`config.mk`:
```
export PLATFORM = sky130hd
export DESIGN_NAME = enemy_collision_detector
export DESIGN_NICKNAME = d
export VERILOG_FILES = /design/src/rtl/enemy_pkg.sv /design/src/rtl/enemy_collision_detector_box_overlap.sv /design/src/rtl/enemy_collision_detector.sv
export SDC_FILE = /design/constraint.sdc
export NUM_CORES = 1
export LEC_CHECK = 0
export CAP_MARGIN = 20
export CORE_MARGIN = 5
export CORE_UTILIZATION = 45
export DETAILED_ROUTE_END_ITERATION = 12
export DONT_BUFFER_PORTS = 1
export PLACE_DENSITY = 0.69
export SLEW_MARGIN = 20
export SYNTH_ARGS = -nofsm -noshare
export SYNTH_HDL_FRONTEND = slang
export SYNTH_SLANG_ARGS = --single-unit
```
`constraint.sdc`:
```
create_clock -name clock -period 5.1 [get_ports clock]
set_clock_uncertainty 0.05 [all_clocks]
set_input_delay 1.275 -clock clock [delete_from_list [all_inputs] [get_ports clock]]
set_output_delay 1.275 -clock clock [all_outputs]
set_load 0.1 [all_outputs]
```
`src/rtl/enemy_pkg.sv`:
```
// Shared enemy definitions: direction codes, sprite/screen geometry, collision FSM encoding.
package enemy_pkg;

  typedef enum logic [2:0] {
    DIR_NO_ACTION = 3'd0,
    DIR_ATTACK    = 3'd1,
    DIR_UP        = 3'd2,
    DIR_DOWN      = 3'd3,
    DIR_LEFT      = 3'd4,
    DIR_RIGHT     = 3'd5
  } dir_e;

  localparam int SPRITE_SIZE = 16;
  localparam int SCREEN_W    = 320;
  localparam int SCREEN_H    = 240;

  localparam logic [1:0] ST_IDLE   = 2'd0;
  localparam logic [1:0] ST_BOUNDS = 2'd1;
  localparam logic [1:0] ST_SCAN   = 2'd2;
  localparam logic [1:0] ST_DRAIN  = 2'd3;

  // Unsigned |a-b| computed as max-min so it never underflows.
  function automatic logic [9:0] abs_diff10(input logic [9:0] a, input logic [9:0] b);
    return (a >= b) ? (a - b) : (b - a);
  endfunction

endpackage

```
`src/rtl/enemy_collision_detector_box_overlap.sv`:
```
// Combinational 16x16 axis-aligned box overlap test between two top-left corners.
module box_overlap
  import enemy_pkg::*;
(
  input  logic [8:0] ax,
  input  logic [7:0] ay,
  input  logic [8:0] bx,
  input  logic [7:0] by,
  output logic       hit
);

  logic [9:0] w_dx;
  logic [9:0] w_dy;

  assign w_dx = abs_diff10({1'b0, ax}, {1'b0, bx});
  assign w_dy = abs_diff10({2'b00, ay}, {2'b00, by});
  assign hit  = (w_dx < 10'(SPRITE_SIZE)) && (w_dy < 10'(SPRITE_SIZE));

endmodule

```
`src/rtl/enemy_collision_detector.sv`:
```
// Per-move collision checker: screen bounds, 16 leading-edge obstacle pixels, and Link overlap.
module enemy_collision_detector
  import enemy_pkg::*;
#(
  parameter logic [8:0] X_MAX       = 9'd304,
  parameter logic [7:0] Y_MAX       = 8'd224,
  parameter logic       LINK_BLOCKS = 1'b1
) (
  input  logic        clock,
  input  logic        reset,
  input  logic        start,
  input  logic [8:0]  x_pos,
  input  logic [7:0]  y_pos,
  input  logic [2:0]  direction,
  input  logic [8:0]  link_x_pos,
  input  logic [7:0]  link_y_pos,
  output logic [16:0] map_address,
  input  logic        map_q,
  output logic        collision,
  output logic        hit_link,
  output logic        done
);

  logic [1:0] r_state;
  logic [8:0] r_x;
  logic [7:0] r_y;
  logic [2:0] r_dir;
  logic [8:0] r_link_x;
  logic [7:0] r_link_y;
  logic [3:0] r_idx;
  logic       r_acc;
  logic       r_q_valid;
  logic       r_overlap;
  logic       r_collision;
  logic       r_hit_link;
  logic       r_done;

  logic       w_dir_move;
  logic       w_bound_hit;
  logic [8:0] w_nx;
  logic [7:0] w_ny;
  logic       w_overlap;
  logic [8:0] w_ax;
  logic [7:0] w_ay;

  assign w_dir_move = (r_dir >= DIR_UP) && (r_dir <= DIR_RIGHT);

  always_comb begin
    w_bound_hit = 1'b0;
    w_nx        = r_x;
    w_ny        = r_y;
    case (r_dir)
      DIR_UP:    begin w_bound_hit = (r_y == 8'd0);  w_ny = r_y - 8'd1; end
      DIR_DOWN:  begin w_bound_hit = (r_y >= Y_MAX); w_ny = r_y + 8'd1; end
      DIR_LEFT:  begin w_bound_hit = (r_x == 9'd0);  w_nx = r_x - 9'd1; end
      DIR_RIGHT: begin w_bound_hit = (r_x >= X_MAX); w_nx = r_x + 9'd1; end
      default:   begin w_bound_hit = 1'b0; end
    endcase
  end

  box_overlap u_link_overlap (
    .ax  (w_nx),
    .ay  (w_ny),
    .bx  (r_link_x),
    .by  (r_link_y),
    .hit (w_overlap)
  );

  // Leading-edge pixel for the current scan index; zero outside SCAN.
  always_comb begin
    w_ax = 9'd0;
    w_ay = 8'd0;
    if (r_state == ST_SCAN) begin
      case (r_dir)
        DIR_UP:    begin w_ax = r_x + {5'd0, r_idx}; w_ay = r_y - 8'd1; end
        DIR_DOWN:  begin w_ax = r_x + {5'd0, r_idx}; w_ay = r_y + 8'd16; end
        DIR_LEFT:  begin w_ax = r_x - 9'd1;  w_ay = r_y + {4'd0, r_idx}; end
        DIR_RIGHT: begin w_ax = r_x + 9'd16; w_ay = r_y + {4'd0, r_idx}; end
        default:   begin w_ax = 9'd0; w_ay = 8'd0; end
      endcase
    end else begin
      w_ax = 9'd0;
      w_ay = 8'd0;
    end
  end

  assign map_address = {w_ay, w_ax};
  assign collision   = r_collision;
  assign hit_link    = r_hit_link;
  assign done        = r_done;

  // ROM data lags the address by one cycle, so r_q_valid marks cycles whose map_q belongs to a scan pixel.
  always_ff @(posedge clock) begin
    if (reset) begin
      r_state     <= ST_IDLE;
      r_x         <= 9'd0;
      r_y         <= 8'd0;
      r_dir       <= 3'd0;
      r_link_x    <= 9'd0;
      r_link_y    <= 8'd0;
      r_idx       <= 4'd0;
      r_acc       <= 1'b0;
      r_q_valid   <= 1'b0;
      r_overlap   <= 1'b0;
      r_collision <= 1'b0;
      r_hit_link  <= 1'b0;
      r_done      <= 1'b0;
    end else begin
      r_done    <= 1'b0;
      r_q_valid <= (r_state == ST_SCAN);
      case (r_state)
        ST_IDLE: begin
          if (start) begin
            r_x      <= x_pos;
            r_y      <= y_pos;
            r_dir    <= direction;
            r_link_x <= link_x_pos;
            r_link_y <= link_y_pos;
            r_acc    <= 1'b0;
            r_state  <= ST_BOUNDS;
          end
        end
        ST_BOUNDS: begin
          if (!w_dir_move) begin
            r_collision <= 1'b0;
            r_hit_link  <= 1'b0;
            r_done      <= 1'b1;
            r_state     <= ST_IDLE;
          end else if (w_bound_hit) begin
            r_collision <= 1'b1;
            r_hit_link  <= 1'b0;
            r_done      <= 1'b1;
            r_state     <= ST_IDLE;
          end else begin
            r_overlap <= w_overlap;
            r_idx     <= 4'd0;
            r_state   <= ST_SCAN;
          end
        end
        ST_SCAN: begin
          if (r_q_valid) begin
            r_acc <= r_acc | map_q;
          end
          r_idx <= r_idx + 4'd1;
          if (r_idx == 4'd15) begin
            r_state <= ST_DRAIN;
          end
        end
        ST_DRAIN: begin
          r_hit_link  <= r_overlap;
          r_collision <= r_acc | map_q | (r_overlap & LINK_BLOCKS);
          r_done      <= 1'b1;
          r_state     <= ST_IDLE;
        end
        default: begin
          r_state <= ST_IDLE;
        end
      endcase
    end
  end

endmodule

```
==> Word level (Yosys, flattened, before mapping) <==
Cells that the tools add are included.
{ "word_totals": {"in_bits": 41, "reg_bits": 49, "wordCells": 96, "out_inout_bits": 20} }
{ "op_classes": {"bitwise": 3, "order_cmp": 8, "reduce_logical": 16, "n_eq_ne": 14, "addsub": 13, "mux": 29} }
{ "ops": {"columns": ["operator", "n"], "rows": [
  ["one-hot mux 9 bit (3 select lines)", 1],
  ["one-hot mux 8 bit (3 select lines)", 1],
  ["less-than comparator 10 x 5 -> 1 bit (second input constant)", 2],
  ["2-to-1 mux 10 bit", 2],
  ["subtractor 9 x 9 -> 10 bit", 2],
  ["one-hot mux 9 bit (2 select lines)", 1],
  ["subtractor 8 x 8 -> 9 bit", 2],
  ["one-hot mux 8 bit (2 select lines)", 1],
  ["adder 9 x 1 -> 9 bit (second input constant)", 1],
  ["adder 9 x 4 -> 9 bit", 1],
  ["adder 9 x 5 -> 9 bit (second input constant)", 1],
  [">= comparator 9 bit", 1],
  [">= comparator 9 bit (second input constant)", 1],
  ["zero test 9 bit", 1],
  ["2-to-1 mux 9 bit", 1],
  ["AND reduction 3 bit", 3],
  ["subtractor 9 x 1 -> 9 bit (second input constant)", 1],
  ["adder 8 x 1 -> 8 bit (second input constant)", 1],
  ["adder 8 x 4 -> 8 bit", 1],
  ["adder 8 x 5 -> 8 bit (second input constant)", 1],
  [">= comparator 8 bit", 1],
  [">= comparator 8 bit (second input constant)", 1],
  ["zero test 8 bit", 1],
  ["2-to-1 mux 1 bit", 8],
  ["26 further kinds", 46]
]} }

==> Longest topological paths before layout <==
{ "depth": {"depth_word": 6, "ltp_mapped": 16, "mapped_depth_nobuf": 16} }

==> Cells and area by module <==
A second synthesis with hierarchy kept.
{ "unflattened": {"cells_unflattened": 718, "area_unflattened_um2": 5061.1} }
{ "modules_own_cells": {"columns": ["mod", "n_inst", "cells_each", "seq_area_each_um2", "area_each_um2"], "rows": [
  ["enemy_collision_detector", 1, 518, 980.9, 3709.8],
  ["box_overlap", 1, 200, 0.0, 1351.3]
]} }

==> Worst setup path after synthesis <==
OpenSTA, ideal clock, no wires.
{ "synth_path": {"kind": "register to output", "start": "register r_y[0]", "end": "output map_address[15]", "path_buffers": 0, "slack_ns": -0.042, "stages_incl_launch_ff": 8, "t_arrival_ns": 3.817, "cell_sequence": "dfxtp_1 ha_1 fa_1 a21o_1 a21o_1 a21oi_1 a21oi_1 a211oi_1"} }
{ "synth_via": {"elab_chain_len": 3, "word_cells_on_any_way": 5, "cone_classes": "3 x add/sub; 2 x mux"} }
{ "synth_lines": {"columns": ["element", "line", "text"], "rows": [
  ["start, declared", "enemy_collision_detector.sv:26", "logic [7:0] r_y;"],
  ["start signal, assigned", "enemy_collision_detector.sv:115", "r_y <= y_pos;"],
  ["adder 8 x 4 -> 8 bit, or another cell as far along", "enemy_collision_detector.sv:77, enemy_collision_detector.sv:78", null],
  ["one-hot mux 8 bit (3 select lines) (*)", "enemy_collision_detector.sv:74", "case (r_dir)"],
  ["2-to-1 mux 8 bit (*)", "enemy_collision_detector.sv:73", "if (r_state == ST_SCAN) begin"],
  ["end, declared", "enemy_collision_detector.sv:17", "output logic [16:0] map_address,"]
]} }
Mark *: on every way between the ends. The rest lies on a longest branch, timed or not.

==> Worst setup path in the final report <==
{ "layout_path": {"start": "register r_dir[0]", "end": "output map_address[15]"} }
{ "layout_via": {"elab_chain_len": 4, "word_cells_on_any_way": 7, "cone_classes": "4 x eq/ne; 2 x mux; 1 x reduce/logical"} }
{ "layout_lines": {"columns": ["element", "line", "text"], "rows": [
  ["start, declared", "enemy_collision_detector.sv:27", "logic [2:0] r_dir;"],
  ["start signal, assigned", "enemy_collision_detector.sv:116", "r_dir <= direction;"],
  ["== test 3 bit", "enemy_collision_detector.sv:74", null],
  ["OR reduction 2 bit (no source line)", null, null],
  ["one-hot mux 8 bit (3 select lines) (*)", "enemy_collision_detector.sv:74", null],
  ["2-to-1 mux 8 bit (*)", "enemy_collision_detector.sv:73", null]
]} }
Marks and branches as above.

==> out/qor.yml <==
hold_path:
  min_to: "r_link_y[7]"
  hold_path_depth: 2
  hold_class: "reg2reg"
  hold_start: "r_link_y[7]"
synthesis:
  synth_fp_nets: 738
  yosysUniqueCellTypes: 75
  synthAdderAreaFrac_pct: 15.2
  synth-async-reset-ratio_pct: 0
  synthSimpleGateAreaFrac_pct: 23.0
  muxShareOfSynthArea_pct: 1.52
  synth_compound_area_share_pct: 22.7
  synth_top_area_cell: "dfxtp_1"
  ys_top_cells_by_area: "dfxtp_1, ha_1, nand2_1"
  synth_common_cells: "nand2_1, a21oi_1, ha_1"
  yosys_warnings: 0
  synth_edf_count: 0
  synth_top_family_by_area: "simple AND/OR/NAND/NOR gates"
  yosysSeqAreaShare_pct: 20.9
  synth_ff_type: "dfxtp_1"
  ys_ff_latch: 49
  netlist_area_um2: 4700
  synth_top_area_share_pct: 20.9
  postSynthAreaPerCell_um2: 7.33
  netlist_instances: 641
  synth_xor_area_share_pct: 8.58
  yosys.cell_count.top_type: "nand2_1"
route:
  wirelength_um: 12100
  wl_per_cell_um: 15.8
  first_iter_violations: 278
  vias_per_cell: 5.73
  drc: 0
  firstDrtPassIters: 5
  antenna_left: 0
  vias: 4384
clocking:
  clkLatencyLatePin_ps: 310
  ctsHtreeMaxLevel: 2
  cts_sinks: 49
  cts_tree: "built"
  cts-root-buf: "clkbuf_8"
  cts.clk_slew.worst_paths_ps: 100
  cts_resized: 0
  cts_buffers: 5
  hold_buffers: 0
  clk_path_buf_depth: 2
  cts_setup_buffers: 0
critical_path:
  worstPathRequired_ps: 3770
  r2r_setup_slack_ps: 990
  max_stage_delay_ps: 970
  cpMaxStageDelayCell: "dfxtp_1"
  cp-start-kind: "flop"
  path_cells: "nor2b_1 -> nand3_1 -> a21boi_0 -> nor2_1 -> a311oi_1 -> a211oi_4 -> buf_4"
  worstReg2RegEnd: "r_overlap"
  arrival_ps: 2830
  setup.worst_path.start: "r_dir[0]"
  crit_fanout: 29
  crit_path_end_kind: "output port"
  reg2reg_from: "r_dir[0]"
  critPathKind: "reg2out"
  r2r_cells: 13
layout:
  fillers: 1021
  diodes: 0
  area.growth.synth_to_final_pct: 6.87
  drive_gt1_share_pct: 10.7
  fin_nets: 725
floorplanning:
  chipWidth_um: 112
  die_area_um2: 12600
  ioPinCount: 61
  start_util_pct: 45.7
  core_um2: 10300
  die-height_um: 112
  row_count: 37
sta:
  setup_violations: 0
  slew_viol_final: 0
  worstMarginPinSlew_ps: 964
  rsz0062_at_grt: "no"
  fin_crit_sh_pct: 81.5
  hold_violations: 0
  fmax_ghz: 0.241
  slew_headroom_pct: 35.7
  setup_tns_ps: 0
  layout_min_cycle_time_ps: 4160
pwr:
  power.share.clock_pct: 24.6
  power_leakage_nw: 2.04
  peakVddDrop_mv: 0.136
  power.share.combinational_pct: 38.5
  p_sw_w: 0.000447
  fin_total_pwr_w: 0.00121
  p_per_area_nw_per_um2: 242
  p_int_w: 0.000766
  swShare_pct: 36.9
  seqPwrFrac_pct: 36.9
global_routing:
  grt_usage_pct: 19.0
  grt_max_degree: 51
  grt_pass1_wl_um: 20200
  first_global_vias: 4264
  antenna_found_initial: 0
  globalRouteOverflowTotal: 0
placed_design:
  port_buffers: 0
  gp_congestion: 0.965
  dp_hpwl_um: 9190
status:
  status: "finished, final reports clean"
flow_run:
  drv_cap: 0
routing by layer:
layer	global-route usage [%]	vias up	wire, um
met5	0	-	0
met2	32.2	163	5550
met1	24.7	2031	5640
met4	6.49	0	282
li1	-	2168	-
met3	2.96	22	623
layout make-up:
type	count	area (um^2)	share of cell area [%]
sequential	49	981	19.5
inverter	50	188	3.74
clock buffer	6	82.6	1.64
tap	136	170	3.39
multi-input combinational	500	3400	67.7
timing repair buffer	22	165	3.29
clock inverter	2	37.5	0.748
cells in the final DEF (no fill, tap or decap), drive strengths merged, types with 5 or more instances in the layout:
cell type and count:
ha 54, nand4 10, nand2 102, a22oi 18, and3 7, nor4 7
buf 22, a21o 9, mux2i 6, nand2b 11, nand3 5, clkbuf 6
o21ai 18, nor3 9, xor2 14, nor2b 10, a21oi 69, nor2 50
xnor2 32, o21a 6, dfxtp 49, inv 50
state kept, by name, indices dropped and copies added (netlist names), named ones only:
register	cells
collision	1
r_dir	3
done	1
r_overlap	1
r_link_x	9
r_idx	4
r_link_y	8
r_acc	1
r_state	1
hit_link	1
r_y	8
r_x	9
r_q_valid	1
kinds of logic after synthesis:
group                    after synthesis
adder cells (fa/ha/maj)               56
buffers and inverters                 92
XOR/XNOR                              46
multiplexers                           7
AO/OA/AOI/OAI                        159
flip-flops                            49
AND/OR/NAND/NOR                      232
metrics by stage:
step	setup WS [ps]	instances	cell area [um^2]	hold WS [ps]	util (%)
6_report	944	765	5020	426	48.9
2_1_floorplan	913	641	4700	401	-
3_5_place_dp	1090	757	4900	415	47.7
3_3_place_gp	1230	757	4900	411	47.7
4_1_cts	1000	765	5020	427	48.9
5_1_grt	637	765	5020	447	48.9
power by group through the flow:
stage	clock [W]	combinational (W)	sequential [W]
finish	0.000299	0.000467	0.000447
global route	0.000326	0.000519	0.000451
CTS	0.000310	0.000461	0.000446
detailed placement	0	0.000459	0.000455
global placement	0	0.000443	0.000454
floorplan	0	0.000400	0.000430
worst max-delay path by stage:
stage,endpoint,cells past startpoint
global route,map_address[15],7
floorplan,map_address[15],7
finish,map_address[15],7
CTS,map_address[15],7
detailed placement,r_overlap,13
global placement,r_overlap,12
critical path: cells and delay by family, from the launching register on:
| family | cells | cell delay, ps |
|---|---|---|
| compound gates | 3 | 790 |
| simple gates | 3 | 510 |
| buf+inv | 1 | 250 |
| flops | 1 | 970 |
No activity file was read; power rests on OpenSTA's default activity.
